<file path="src/rtl/ysyx_23060096_pkg.sv">
// ysyx_23060096_pkg: shared widths, counter width and writeback request type
// Exports REG_ADDR_W (register index width), XLEN (data width),
// STARVE_CNT_W (LSU starvation counter width) and wb_req_t {rd, data}.
package ysyx_23060096_pkg;
  localparam int REG_ADDR_W = 5;
  localparam int XLEN = 32;
  localparam int STARVE_CNT_W = 4;
  typedef struct packed {
    logic [REG_ADDR_W-1:0] rd;
    logic [XLEN-1:0] data;
  } wb_req_t;
endpackage

</file>
<file path="src/rtl/ysyx_23060096_wb_arb.sv">
// ysyx_23060096_wb_arb: two-source ALU/LSU arbiter with LSU starvation escape
// Ports: clk, rstn (sync, active-low), alu_valid/lsu_valid in,
// alu_gnt/lsu_gnt out (at most one high, both low in reset).
module ysyx_23060096_wb_arb
  import ysyx_23060096_pkg::*;
#(
  parameter int STARVE_LIMIT = 4
) (
  input  logic clk,
  input  logic rstn,
  input  logic alu_valid,
  input  logic lsu_valid,
  output logic alu_gnt,
  output logic lsu_gnt
);
  logic [STARVE_CNT_W-1:0] starve_cnt;
  logic lsu_pri;
  always_comb begin
    lsu_pri = starve_cnt >= STARVE_CNT_W'(STARVE_LIMIT);
    lsu_gnt = rstn & lsu_valid & (lsu_pri | ~alu_valid);
    alu_gnt = rstn & alu_valid & ~lsu_gnt;
  end
  // Counts cycles the LSU has waited with a valid result; saturates at all-ones.
  always_ff @(posedge clk)
    if (!rstn || !lsu_valid || lsu_gnt) starve_cnt <= '0;
    else if (~&starve_cnt) starve_cnt <= starve_cnt + 1'b1;
endmodule

</file>
<file path="src/rtl/ysyx_23060096_writeback_unit.sv">
// ysyx_23060096_writeback_unit: register-file write port arbiter and pending-write scoreboard
// Ports: clk, rstn (sync, active-low); iss_valid/iss_rd mark a pending write;
// rs1/rs2/rd_q queries -> rs1_busy/rs2_busy/rd_busy; alu_* and lsu_* result
// channels (valid/ready/rd/data); registered rf_wen/rf_waddr/rf_wdata.
// Optional macro YSYX_23060096_WB_BYPASS_EN: a register being written this
// cycle reads not-busy and rs1_fwd/rs2_fwd/fwd_data expose the in-flight value.
module ysyx_23060096_writeback_unit
  import ysyx_23060096_pkg::*;
#(
  parameter int ADDR_WIDTH = REG_ADDR_W,
  parameter int DATA_WIDTH = XLEN,
  parameter int STARVE_LIMIT = 4
) (
  input  logic                  clk,
  input  logic                  rstn,
  input  logic                  iss_valid,
  input  logic [ADDR_WIDTH-1:0] iss_rd,
  input  logic [ADDR_WIDTH-1:0] rs1,
  input  logic [ADDR_WIDTH-1:0] rs2,
  input  logic [ADDR_WIDTH-1:0] rd_q,
  output logic                  rs1_busy,
  output logic                  rs2_busy,
  output logic                  rd_busy,
  input  logic                  alu_valid,
  output logic                  alu_ready,
  input  logic [ADDR_WIDTH-1:0] alu_rd,
  input  logic [DATA_WIDTH-1:0] alu_data,
  input  logic                  lsu_valid,
  output logic                  lsu_ready,
  input  logic [ADDR_WIDTH-1:0] lsu_rd,
  input  logic [DATA_WIDTH-1:0] lsu_data,
  output logic                  rf_wen,
  output logic [ADDR_WIDTH-1:0] rf_waddr,
  output logic [DATA_WIDTH-1:0] rf_wdata
`ifdef YSYX_23060096_WB_BYPASS_EN
  ,
  output logic                  rs1_fwd,
  output logic                  rs2_fwd,
  output logic [DATA_WIDTH-1:0] fwd_data
`endif
);
  localparam int NREG = 2 ** ADDR_WIDTH;
  logic [NREG-1:0] pending, set_mask, clr_mask;
  logic alu_gnt, lsu_gnt, gnt;
  logic [ADDR_WIDTH-1:0] w_rd;
  logic [DATA_WIDTH-1:0] w_data;
  ysyx_23060096_wb_arb #(.STARVE_LIMIT(STARVE_LIMIT)) u_arb (
    .clk      (clk),
    .rstn     (rstn),
    .alu_valid(alu_valid),
    .lsu_valid(lsu_valid),
    .alu_gnt  (alu_gnt),
    .lsu_gnt  (lsu_gnt)
  );
  assign alu_ready = alu_gnt;
  assign lsu_ready = lsu_gnt;
  // clr_mask doubles as the "being written this cycle" vector; rf_wen is
  // never raised for x0, so bit 0 of either mask is never set.
  always_comb begin
    gnt = alu_gnt | lsu_gnt;
    w_rd = lsu_gnt ? lsu_rd : alu_rd;
    w_data = lsu_gnt ? lsu_data : alu_data;
    set_mask = (iss_valid && iss_rd != '0) ? NREG'(1) << iss_rd : '0;
    clr_mask = rf_wen ? NREG'(1) << rf_waddr : '0;
`ifdef YSYX_23060096_WB_BYPASS_EN
    rs1_busy = pending[rs1] & ~clr_mask[rs1];
    rs2_busy = pending[rs2] & ~clr_mask[rs2];
    rd_busy = pending[rd_q] & ~clr_mask[rd_q];
    rs1_fwd = clr_mask[rs1];
    rs2_fwd = clr_mask[rs2];
    fwd_data = rf_wdata;
`else
    rs1_busy = pending[rs1];
    rs2_busy = pending[rs2];
    rd_busy = pending[rd_q];
`endif
  end
  // Set is applied after clear so a re-issue on the retiring edge keeps the bit.
  always_ff @(posedge clk)
    if (!rstn) begin
      pending <= '0;
      rf_wen <= 1'b0;
      rf_waddr <= '0;
      rf_wdata <= '0;
    end else begin
      pending <= (pending & ~clr_mask) | set_mask;
      rf_wen <= gnt && w_rd != '0;
      if (gnt) begin
        rf_waddr <= w_rd;
        rf_wdata <= w_data;
      end
    end
  // Re-issuing a register is only legal on the edge where its write retires.
  a_waw_issue: assert property (@(posedge clk) disable iff (!rstn)
    !(iss_valid && iss_rd != '0 && pending[iss_rd] && !clr_mask[iss_rd]));
  a_same_rd: assert property (@(posedge clk) disable iff (!rstn)
    !(alu_valid && lsu_valid && alu_rd == lsu_rd && alu_rd != '0));
endmodule

</file>
<file path="config.mk">
export PLATFORM = sky130hd
export DESIGN_NAME = ysyx_23060096_writeback_unit
export DESIGN_NICKNAME = d
export VERILOG_FILES = /design/src/rtl/ysyx_23060096_pkg.sv /design/src/rtl/ysyx_23060096_wb_arb.sv /design/src/rtl/ysyx_23060096_writeback_unit.sv
export SDC_FILE = /design/constraint.sdc
export NUM_CORES = 1
export LEC_CHECK = 0
export CORE_MARGIN = 2
export CORE_UTILIZATION = 43
export CTS_BUF_LIST = sky130_fd_sc_hd__clkbuf_4
export DETAILED_ROUTE_END_ITERATION = 10
export PLACE_DENSITY = 0.79
export SYNTH_ARGS = -nofsm -noshare
export SYNTH_HDL_FRONTEND = slang
export SYNTH_SLANG_ARGS = --single-unit
</file>
<file path="constraint.sdc">
create_clock -name clk -period 1.62 [get_ports clk]
set_clock_uncertainty 0.2 [all_clocks]
set_input_delay 0.324 -clock clk [delete_from_list [all_inputs] [get_ports clk]]
set_output_delay 0.324 -clock clk [all_outputs]
set_load 0.005 [all_outputs]
</file>
Word-level counts from Yosys, hierarchy flattened
Cells that the tools add are included.
{ "totals": {"register_bits": 74, "latch_bits": 0, "ram_bits": 0, "romBits": 0, "input_bits": 99, "output_inout_bits": 43, "memories": 0} }
{ "op_classes": {"n_addsub": 1, "mul": 0, "n_div": 0, "n_lt_le_gt_ge": 4, "eq_ne": 0, "n_shift": 2, "muxes": 10, "bitwise_logic": 11, "n_reduce_logical": 9} }
{ "ops": {"columns": ["op", "n"], "rows": [
  ["$mux 32", 3],
  ["$shl 1x5->32 const A", 2],
  ["$and 32x32->32", 1],
  ["$not 32->32", 1],
  ["$or 32x32->32", 1],
  ["$lt 5x6->1 const B", 3],
  ["$bmux 1 s5", 3],
  ["$reduce_bool 5->1", 2],
  ["$mux 5", 1],
  ["$add 4x1->4 const B", 1],
  ["$and 1x1->1", 4],
  ["$ge 4x3->1 const B", 1],
  ["$reduce_and 4->1", 1],
  ["$mux 1", 3],
  ["$logic_and 1x1->1", 2],
  ["$logic_not 1->1", 2],
  ["$logic_or 1x1->1", 2],
  ["$not 1->1", 2],
  ["$or 1x1->1", 2]
]} }

Longest topological paths before layout
Gate-level depths: netlist (run 1).
{ "depth": {"word_depth": 7, "mapped_depth": 7, "mapped_depth_nobuf": 5} }

By module
A second synthesis (run 1) with hierarchy kept.
{ "unflattened": {"hier_cells": 522, "area_unflattened_um2": 4376.7} }
{ "modules_own_cells": {"columns": ["mod", "n_inst", "cells_each", "area_each_um2", "seq_area_each_um2"], "rows": [
  ["ysyx_23060096_writeback_unit", 1, 507, 4209.0, 1401.3],
  ["ysyx_23060096_wb_arb", 1, 15, 167.7, 80.1]
]} }

Worst setup path before layout (run 1)
Ideal clock, no wire load.
{ "synth_path": {"path_kind": "input port to output port", "startpoint": "input rd_q[1]", "endpoint": "output rd_busy", "arrival_time_ns": 1.249, "t_required_ns": 1.096, "setup_slack_ns": -0.153, "cell_stages": 7, "path_buffers": 2, "cell_sequence": "buf_6 > buf_6 > mux2i_1 > a22oi_1 > nand3_1 > nand2_1 > a311o_1"} }
{ "synth_via": {"elab_chain_len": 2} }
{ "synth_lines": {"columns": ["item", "line", "rtl"], "rows": [
  ["from (decl)", "ysyx_23060096_writeback_unit.sv:20", "input logic [ADDR_WIDTH-1:0] rd_q,"],
  ["$bmux 1 s5", "ysyx_23060096_writeback_unit.sv:75", "rd_busy = pending[rd_q];"],
  ["$mux 1 (not written as such)", "ysyx_23060096_writeback_unit.sv:75", null],
  ["to (decl)", "ysyx_23060096_writeback_unit.sv:23", "output logic rd_busy,"]
]} }
Every way passes these cells. The select of a mux whose other input is x is not followed.

Final worst setup path (run 1)
{ "layout_path": {"startpoint": "register pending[19]", "endpoint": "output rs2_busy"} }
{ "layout_via": {"elab_chain_len": 2} }
{ "layout_lines": {"columns": ["item", "line", "rtl"], "rows": [
  ["from (decl)", "ysyx_23060096_writeback_unit.sv:43", "logic [NREG-1:0] pending, set_mask, clr_mask;"],
  ["from (signal assigned)", "ysyx_23060096_writeback_unit.sv:86", "pending <= (pending & ~clr_mask) | set_mask;"],
  ["$bmux 1 s5", "ysyx_23060096_writeback_unit.sv:74", "rs2_busy = pending[rs2];"],
  ["$mux 1 (not written as such)", "ysyx_23060096_writeback_unit.sv:74", null],
  ["to (decl)", "ysyx_23060096_writeback_unit.sv:22", "output logic rs2_busy,"]
]} }
Every way passes these cells. The select of a mux whose other input is x is not followed.

==> impl_metrics.yaml, run 1 <==
floorplanning:
  start_util: 0.440
  die_height_um: 104
  ios: 142
  core_sq_um: 9680
  die-width_um: 104
  rows: 36
  dieArea_sq_um: 10700
timing:
  rsz0062_at_grt: "yes"
  layout_setup_ws_ps: -613
  setup_violations: 5
  hold_viol_final: 0
  max_slew_margin: 0.564
  slew_violations: 0
  fmax_mhz: 448
  fin_crit_ps: 2230
  tightest_slew_ps: 653
  finalCritPeriodShare: 1.38
clock_network:
  ctsHoldBuffers: 0
  cts_buffers: 9
  h-tree-depth: 3
  clock_sinks: 74
  clk_latency_ps: 420
  clockBufferDepth: 2
  clkTransAtPathRegs_ps: 120
  tritoncts: "yes"
  cts-root-buf: "clkbuf_4"
critical_path:
  cp.arrival_ps: 1710
  reg2regPathDepth: 6
  r2r_end: "rf_wdata[1]"
  crit_path_start_kind: "flop"
  endpoint_kind: "primary output"
  r2r_start: "u_arb.starve_cnt[3]"
  crit_path_end: "rs2_busy"
  crit_fanout: 3
  r2r_setup_slack_ps: 60
  path_class: "reg -> out"
  worstPathRequired_ps: 1100
  startpoint: "pending[19]"
synthesis:
  synth_top_area_frac: 0.348
  synth_fp_nets: 580
  avgSynthCellArea_sq_um: 8.88
  yosysWarningCount: 0
  syn-cell-area_sq_um: 4260
  synth-seq-cells: 74
  ys_top_cells_by_area: "dfxtp_1 35%, mux2i_1 20%, o211a_1 8.9%"
  synth.largest_area_cell: "dfxtp_1"
  synth_cell_type_count: 34
  yosysSeqAreaShare: 0.348
  syn_inst: 480
placement:
  finalWeightedCongestion: 0.915
  portBuffers: 141
  dp.cells: 756
  dp_hpwl_mm: 10.3
outcome:
  status: "finished with violations"
  violations: "negative setup slack"
grt:
  grt_max_degree: 68
  grt_pass1_vias: 4536
  grtUsageTotal: 0.263
  gr-usage-met2: 0.446
  use_met1: 0.300
  antenna_found_initial: 1
  grtUsageMet3: 0.0812
  grt.busiest_layer: "met2"
  gr-total-overflow: 0
  grt_pass1_wl_mm: 22.7
layout:
  fillers: 798
  area_growth_pct: 51.8
  fin_cells: 798
  nets: 760
  fin_util: 0.668
  layout-drive-gt1-share: 0.224
power:
  seqPwrFrac: 0.469
  fin_total_pwr_mw: 4.20
  ir_drop_mv: 0.514
  net-switching-power_mw: 1.15
  power.density_nw_per_um2: 650
  p_int_mw: 3.05
  pwr-share-clk: 0.265
  comb_power_share: 0.266
  power.leakage_nw: 3.13
  switching_share: 0.275
drt:
  drtIter0Drc: 341
  drtAntennaViolNets: 0
  drtPass1Iterations: 5
  drc: 0
  wl_mm: 14.7
  via_count: 4512
  wl_per_cell_um: 18.4
  viasPerCell: 5.65
min_path:
  hold_path_depth: 3
  hold_path.class: "in -> reg"
flow_run:
  max_cap_violations: 0
[cells by family (layout without fill, tap and decap cells)]
kind of cell               after synthesis  in the layout  share of synthesized area
and+or+nand+nor                        156            156                      0.173
buffers and inverters                   34            218                     0.0493
adders and majority gates                1              1                    0.00294
DFF                                     74             74                      0.348
AOI/OAI and AO/OA                      129            129                      0.227
muxes                                   85             85                      0.200
other                                    1              2                   0.000880
[cell type report]
cell class	count	area (sq um)	share of cell area
flip-flops and latches	74	1560	0.241
clock buffers	11	82.6	0.0128
inverters	1	3.75	0.000580
multi-input cells	372	2640	0.408
clock inverters	4	43.8	0.00677
well taps	133	166	0.0257
repair buffers	202	1970	0.304
diodes	1	2.50	0.000387
[power groups by stage]
stage                     Clock [mW]  Combinational (mW)  Sequential (mW)
after detailed placement           0                1.04             2.02
after global routing            1.20                1.20             1.98
after CTS                       1.14                1.05             1.98
after global placement             0                1.02             2.01
after floorplan                    0               0.470             2.01
final                           1.11                1.12             1.97
[flip-flops by register name (all words and copies together), names as in the netlist]
| signal | count |
|---|---|
| pending | 32 |
| rf_wen | 1 |
| u_arb.starve_cnt | 4 |
| rf_wdata | 32 |
| rf_waddr | 5 |
[per-stage QoR]
| step | hold slack [ps] | setup TNS (ps) | worst slack, ps | cell area, sq um |
|---|---|---|---|---|
| finish | 130 | -2270 | -613 | 6470 |
| global route | 118 | -2800 | -705 | 6470 |
| CTS | 107 | -2230 | -609 | 6290 |
| detailed placement | 226 | -21520 | -1190 | 5920 |
| global placement | 209 | -19450 | -1180 | 5920 |
| floorplan | 198 | -382 | -127 | 4280 |
[how the worst min path moves through the flow]
stage                              from                  end  slack (ps)
floorplan           u_arb.starve_cnt[0]  u_arb.starve_cnt[0]         200
global placement    u_arb.starve_cnt[0]  u_arb.starve_cnt[0]         210
detailed placement  u_arb.starve_cnt[0]  u_arb.starve_cnt[0]         230
CTS                                rstn          rf_wdata[2]         110
global route                       rstn          rf_wdata[2]         120
finish                             rstn          rf_wdata[2]         130
[worst max-delay path, stage by stage, from the launching register on]
cell and delay (ps):
dfxtp_4 370, buf_6 120, mux2i_1 120, a22oi_1 100, nand4b_1 90, a21oi_1 50, a311o_1 300, buf_2 140
[cells in the mapped netlist, drive strengths merged]
cell type	instances
nand3b	1
nor2b	13
and2	7
a211oi	3
nor2	12
nand4	2
ha	1
or4	2
dfxtp	74
nand2b	7
conb	1
nand3	12
nand4b	3
nor3	1
a21oi	9
clkbuf	13
a21boi	30
a22oi	12
o2111ai	1
buf	20
a311o	3
o211a	38
mux2i	85
o21ai	33
and3	2
or2	1
nor4	1
nor3b	2
nand2	90
inv	1
[repair_timing]
action,4_1_cts,5_1_grt
resized for setup,149,18
cloned,3,2
pin swaps,13,9
buffers inserted,13,9
setup endpoints to repair,70,58
[per-layer routing]
metal	share of wire	up-vias	wire [um]
met4	0.035	0	518
li1	-	2099	-
met3	0.095	42	1400
met2	0.49	243	7180
met1	0.38	2128	5590
met5	0	-	0
[layout by cell type (no fill, tap or decap), drive strengths merged, types with 13 or more instances in the layout]
master and n:
dlygate4sd2 44, clkdlybuf4s50 85, clkbuf 13, nand2 90, o21ai 33, buf 67, nor2b 13, dfxtp 74
o211a 38, mux2i 85, a21boi 30
Power figures use the tool's default switching activity.
==> run 2: changes to the inputs <==
- CORE_UTILIZATION: 43 -> 50
- PLACE_DENSITY: 0.79 -> 0.86
- SLEW_MARGIN: unset -> 20
- TNS_END_PERCENT: unset -> 50
- clock period: 1.62 -> 2.8 ns (I/O delays scaled with it)
==> run 2 against run 1 <==
  * The run now ends clean
  * Critical path depth is 1 higher
  * Combinational power is 45% lower
  * Wire length is 7.7% lower
  * Worst hold slack better by 130 ps
  * Sequential share of layout area is 0.47 points higher
  * Register-to-register slack better by 1000 ps
  * Via count is 6.2% lower
  * Flip-flop and latch count stayed put
  * Power is 45% lower
  * Sequential power is 42% lower
  * Largest power group unchanged
  * Highest routed layer unchanged
==> impl_metrics.yaml, run 2 (same netlist as run 1, synthesis figures left out) <==
clock_network:
  cts_buffers: 9
  clock_sinks: 74
  clk_latency_ps: 420
  tritoncts: "yes"
  cts-root-buf: "clkbuf_4"
  ctsHoldBuffers: 0
  h-tree-depth: 3
  clockBufferDepth: 2
  clkTransAtPathRegs_ps: 100
floorplanning:
  die_height_um: 96.3
  ios: 142
  rows: 33
  core_sq_um: 8260
  dieArea_sq_um: 9280
  start_util: 0.516
  die-width_um: 96.3
timing:
  slew_violations: 0
  fin_crit_ps: 2710
  rsz0062_at_grt: "no"
  fmax_mhz: 369
  hold_viol_final: 0
  tightest_slew_ps: 706
  finalCritPeriodShare: 0.967
  setup_violations: 0
  max_slew_margin: 0.527
layout:
  fin_util: 0.730
  n_antenna_cell: 0
  nets: 728
  layout-drive-gt1-share: 0.106
  layout_common_cells: "125 x clkdlybuf4s50_1, 90 x nand2_1, 82 x mux2i_1"
  area_growth_pct: 41.5
  final_common_cell: "clkdlybuf4s50_1"
  top_regs: "pending x32, rf_wdata x32, rf_waddr x5"
  fin_cells: 738
power:
  fin_total_pwr_mw: 2.31
  power.leakage_nw: 2.77
  power.density_nw_per_um2: 384
  ir_drop_mv: 0.390
drt:
  drtIter0Drc: 247
  wl_mm: 13.6
  viasPerCell: 5.74
  drtPass1Iterations: 5
  drc: 0
  via_count: 4233
  wl_per_cell_um: 18.4
  drtAntennaViolNets: 0
critical_path:
  max_stage_delay_ps: 310
  crit_chain: "buf_2, buf_12, mux2i_2, a22oi_2, nand4b_1, a21oi_1, a311o_1, dlygate4sd2_1"
  critPathBufInv: 3
  cpMaxStageDelayCell: "a311o_1"
  crit_fanout: 8
  startpoint: "rs1[1]"
  endpoint_kind: "primary output"
  path_class: "in -> out"
  cp.arrival_ps: 1950
  cpLargestDelayFamily: "buffers and inverters"
  r2r_start: "u_arb.starve_cnt[3]"
  worstPathRequired_ps: 2040
  crit_path_start_kind: "primary input"
grt:
  grtUsageMet3: 0.0877
  gr-usage-met2: 0.531
  grt_max_degree: 55
  use_met1: 0.321
  gr-total-overflow: 0
  grt.busiest_layer: "met2"
  grtUsageTotal: 0.290
  antenna_found_initial: 0
  grt_pass1_wl_mm: 20.4
  grt_pass1_vias: 4172
flow_run:
  max_cap_violations: 0
min_path:
  hold_path.class: "reg -> reg"
  min-delay-start: "u_arb.starve_cnt[0]"
placement:
  portBuffers: 141
  dp.cells: 714
  dp_hpwl_mm: 10.2
  finalWeightedCongestion: 0.935
outcome:
  status: "complete, no violations"
[run 2: changes by cell type in the layout (fill, tap and decap cells not counted), moves of 3 or more]
cell / delta
dlygate4sd2_1: -37
clkdlybuf4s50_1: +40
mux2i_2: +3
dfxtp_1: +44
dfxtp_4: -9
buf_4: -24
dfxtp_2: -35
buf_6: -5
[run 2: final timing paths]
check | to | slack (ps) | depth (start not counted)
setup / recovery | rs1_busy | 90 | 8
hold reg to reg | u_arb.starve_cnt[0] | 260 | 1
hold / removal | u_arb.starve_cnt[0] | 260 | 1
setup reg to reg | rf_wdata[31] | 1060 | 5
[run 2: layout make-up]
class	instances	area, sq um
clock inverters	6	33.8
clock buffers	10	75.1
well taps	105	131
repair buffers	170	1690
flip-flops and latches	74	1480
inverters	1	3.75
multi-input cells	372	2610
fillers	626	2230
[run 2: through the flow]
| step | area, sq um | hold WS, ps | setup TNS (ps) | setup slack, ps |
|---|---|---|---|---|
| 2_1_floorplan | 4260 | 198 | 0 | 555 |
| 3_3_place_gp | 5780 | 208 | -1190 | -408 |
| 3_5_place_dp | 5780 | 253 | -1330 | -455 |
| 4_1_cts | 6030 | 269 | -55.9 | -46.1 |
| 5_1_grt | 6030 | 290 | 0 | 17.1 |
| 6_report | 6030 | 263 | 0 | 91.8 |
[run 2: where the power goes]
group          switching [mW]  internal [mW]  leakage [nW]  total [mW]
clock                   0.372          0.185        0.0612       0.557
combinational           0.251          0.363          2.10       0.613
sequential             0.0390           1.11         0.608        1.14
total                   0.662           1.65          2.77        2.31
[run 2: timing repair]
| item | CTS | global route |
|---|---|---|
| endpoints found under the setup margin | 3 | 2 |
| gates cloned | 3 | 0 |
| pin swaps | 0 | 0 |
| setup buffers | 5 | 0 |
| resized for setup | 35 | 14 |
[run 2: metal layers]
layer  share of wire  routed length (um)  vias up
li1                -                   -     2032
met1            0.38                5170     1988
met2            0.51                6940      187
met5               0                   0        -
met4           0.021                 282        0
met3           0.086                1170       26
==> run 3: changes to the inputs <==
- TNS_END_PERCENT: 50 -> 10
- clock period: 2.8 -> 3.5 ns (I/O delays scaled with it)
==> run 3 against run 2 <==
  * Via count fell by 0.97%
  * Count of clock-buffer cells in the layout did not move
  * Highest routed layer unchanged
  * Largest power group unchanged
  * Power fell by 8.4%
  * Worst hold slack got worse by 25 ps
  * Die area did not move
==> impl_metrics.yaml, run 3 (same netlist as run 1, synthesis figures left out) <==
floorplanning:
  core_sq_um: 8260
  dieArea_sq_um: 9280
  start_util: 0.516
  rows: 33
  die_height_um: 96.3
  ios: 142
  die-width_um: 96.3
clock_network:
  ctsHoldBuffers: 0
  clkTransAtPathRegs_ps: 120
  h-tree-depth: 3
  cts-root-buf: "clkbuf_4"
  clockBufferDepth: 2
  clock_sinks: 74
  cts_buffers: 9
  tritoncts: "yes"
  clk_latency_ps: 410
drt:
  drtPass1Iterations: 4
  highest_layer: "met4"
  viasPerCell: 5.82
  wl_mm: 13.3
  via_count: 4192
  drc: 0
  dr_wl_met3_mm: 1.07
  drtAntennaViolNets: 0
  wl_met2_mm: 6.67
  drtIter0Drc: 239
  wl_met1_mm: 5.23
  wl_per_cell_um: 18.5
layout:
  top_regs: "pending x32, rf_wdata x32, rf_waddr x5"
  layout-drive-gt1-share: 0.0634
  fillers: 636
  n_antenna_cell: 0
  fin_cells: 720
  fin_area_sq_um: 5970
  final_common_cell: "clkdlybuf4s50_1"
  layout_common_cells: "133 x clkdlybuf4s50_1, 90 x nand2_1, 85 x mux2i_1"
  nets: 711
  area_growth_pct: 40.2
critical_path:
  cp.depth: 7
  cp.arrival_ps: 2500
  endpoint_kind: "primary output"
  critPathBufInv: 2
  r2r_end: "rf_wdata[23]"
  cpMaxStageDelayCell: "clkdlybuf4s50_1"
  max_stage_delay_ps: 540
  crit_chain: "clkdlybuf4s50_1, nor2b_4, a22oi_1, nand4b_1, a21oi_1, a311o_1, clkdlybuf4s50_1"
  reg2regPathDepth: 5
  path_class: "in -> out"
  startpoint: "rd_q[0]"
  r2r_start: "u_arb.starve_cnt[3]"
  r2r_setup_slack_ps: 1820
  worstPathRequired_ps: 2600
  crit_path_start_kind: "primary input"
  crit_fanout: 4
  cpLargestDelayFamily: "buffers and inverters"
  crit_path_end: "rd_busy"
  crit_top_cell: "clkdlybuf4s50_1"
timing:
  fmax_mhz: 294
  rsz0062_at_grt: "no"
  fin_crit_ps: 3400
  finalCritPeriodShare: 0.973
  layout_setup_ws_ps: 96.1
  max_slew_margin: 0.536
  slew_violations: 0
  hold_viol_final: 0
  setup_violations: 0
  tightest_slew_ps: 694
power:
  fin_total_pwr_mw: 2.12
  power.leakage_nw: 2.73
  ir_drop_mv: 0.294
  power.density_nw_per_um2: 355
placement:
  dp.cells: 700
  place_ws_ps: -46.2
  portBuffers: 141
  finalWeightedCongestion: 0.944
  dp_hpwl_mm: 9.97
  dpl_cell_area_sq_um: 5680
grt:
  grt_pass1_vias: 4120
  antenna_found_initial: 0
  gr-total-overflow: 0
  grtUsageTotal: 0.288
  grt_pass1_wl_mm: 20.4
  grt_max_degree: 54
min_path:
  hold_path.class: "reg -> reg"
flow_run:
  max_cap_violations: 0
outcome:
  status: "complete, no violations"
-- run 3: changes by cell type in the layout (fill, tap and decap cells not counted), moves of 3 or more --
cell,previous run,this run
buf_4,24,8
clkdlybuf4s50_1,125,133
dlygate4sd2_1,7,3
buf_16,3,0
mux2i_1,82,85
mux2i_2,3,0
bufinv_16,0,4
-- run 3: layout make-up --
| type | count | area (sq um) | area share |
|---|---|---|---|
| Clock buffer | 10 | 75.1 | 0.0126 |
| Clock inverter | 5 | 128 | 0.0214 |
| Inverter | 1 | 3.75 | 0.000628 |
| Multi-Input combinational cell | 372 | 2600 | 0.435 |
| Sequential cell | 74 | 1480 | 0.248 |
| Tap cell | 105 | 131 | 0.0220 |
| Timing Repair Buffer | 153 | 1560 | 0.261 |
-- run 3: worst min path at each step --
stage	to	startpoint	slack, ps	cells after the start
3_5_place_dp	u_arb.starve_cnt[0]	u_arb.starve_cnt[0]	220	1
4_1_cts	u_arb.starve_cnt[0]	u_arb.starve_cnt[0]	240	1
6_report	u_arb.starve_cnt[0]	u_arb.starve_cnt[0]	240	1
3_3_place_gp	u_arb.starve_cnt[0]	u_arb.starve_cnt[0]	210	1
2_1_floorplan	u_arb.starve_cnt[0]	u_arb.starve_cnt[0]	200	1
5_1_grt	u_arb.starve_cnt[0]	u_arb.starve_cnt[0]	260	1
-- run 3: where the power goes --
part / internal [mW] / switching, mW / leakage, nW
sequential: 0.884 / 0.0316 / 0.607
clock: 0.438 / 0.294 / 0.103
combinational: 0.279 / 0.194 / 2.02
total: 1.60 / 0.519 / 2.73
-- run 3: through the flow --
step | hold WS [ps] | setup TNS, ps | util
after global routing | 257 | 0 | 0.723
after floorplan | 198 | 0 | -
after detailed placement | 224 | -129 | 0.688
final | 238 | 0 | 0.723
after CTS | 241 | 0 | 0.720
after global placement | 209 | -23.0 | 0.688
-- run 3: per-layer routing --
layer  global-route usage  vias to the layer above
li1                     -                     1994
met1                0.319                     1977
met2                0.505                      187
met3               0.0924                       34
met4                0.126                        0
met5                    0                        -
-- run 3: repair_timing --
action | CTS | global route
setup buffers | 4 | 0
gates resized for setup | 5 | 10
cloned | 1 | 0
endpoints found under the setup margin | 3 | 2
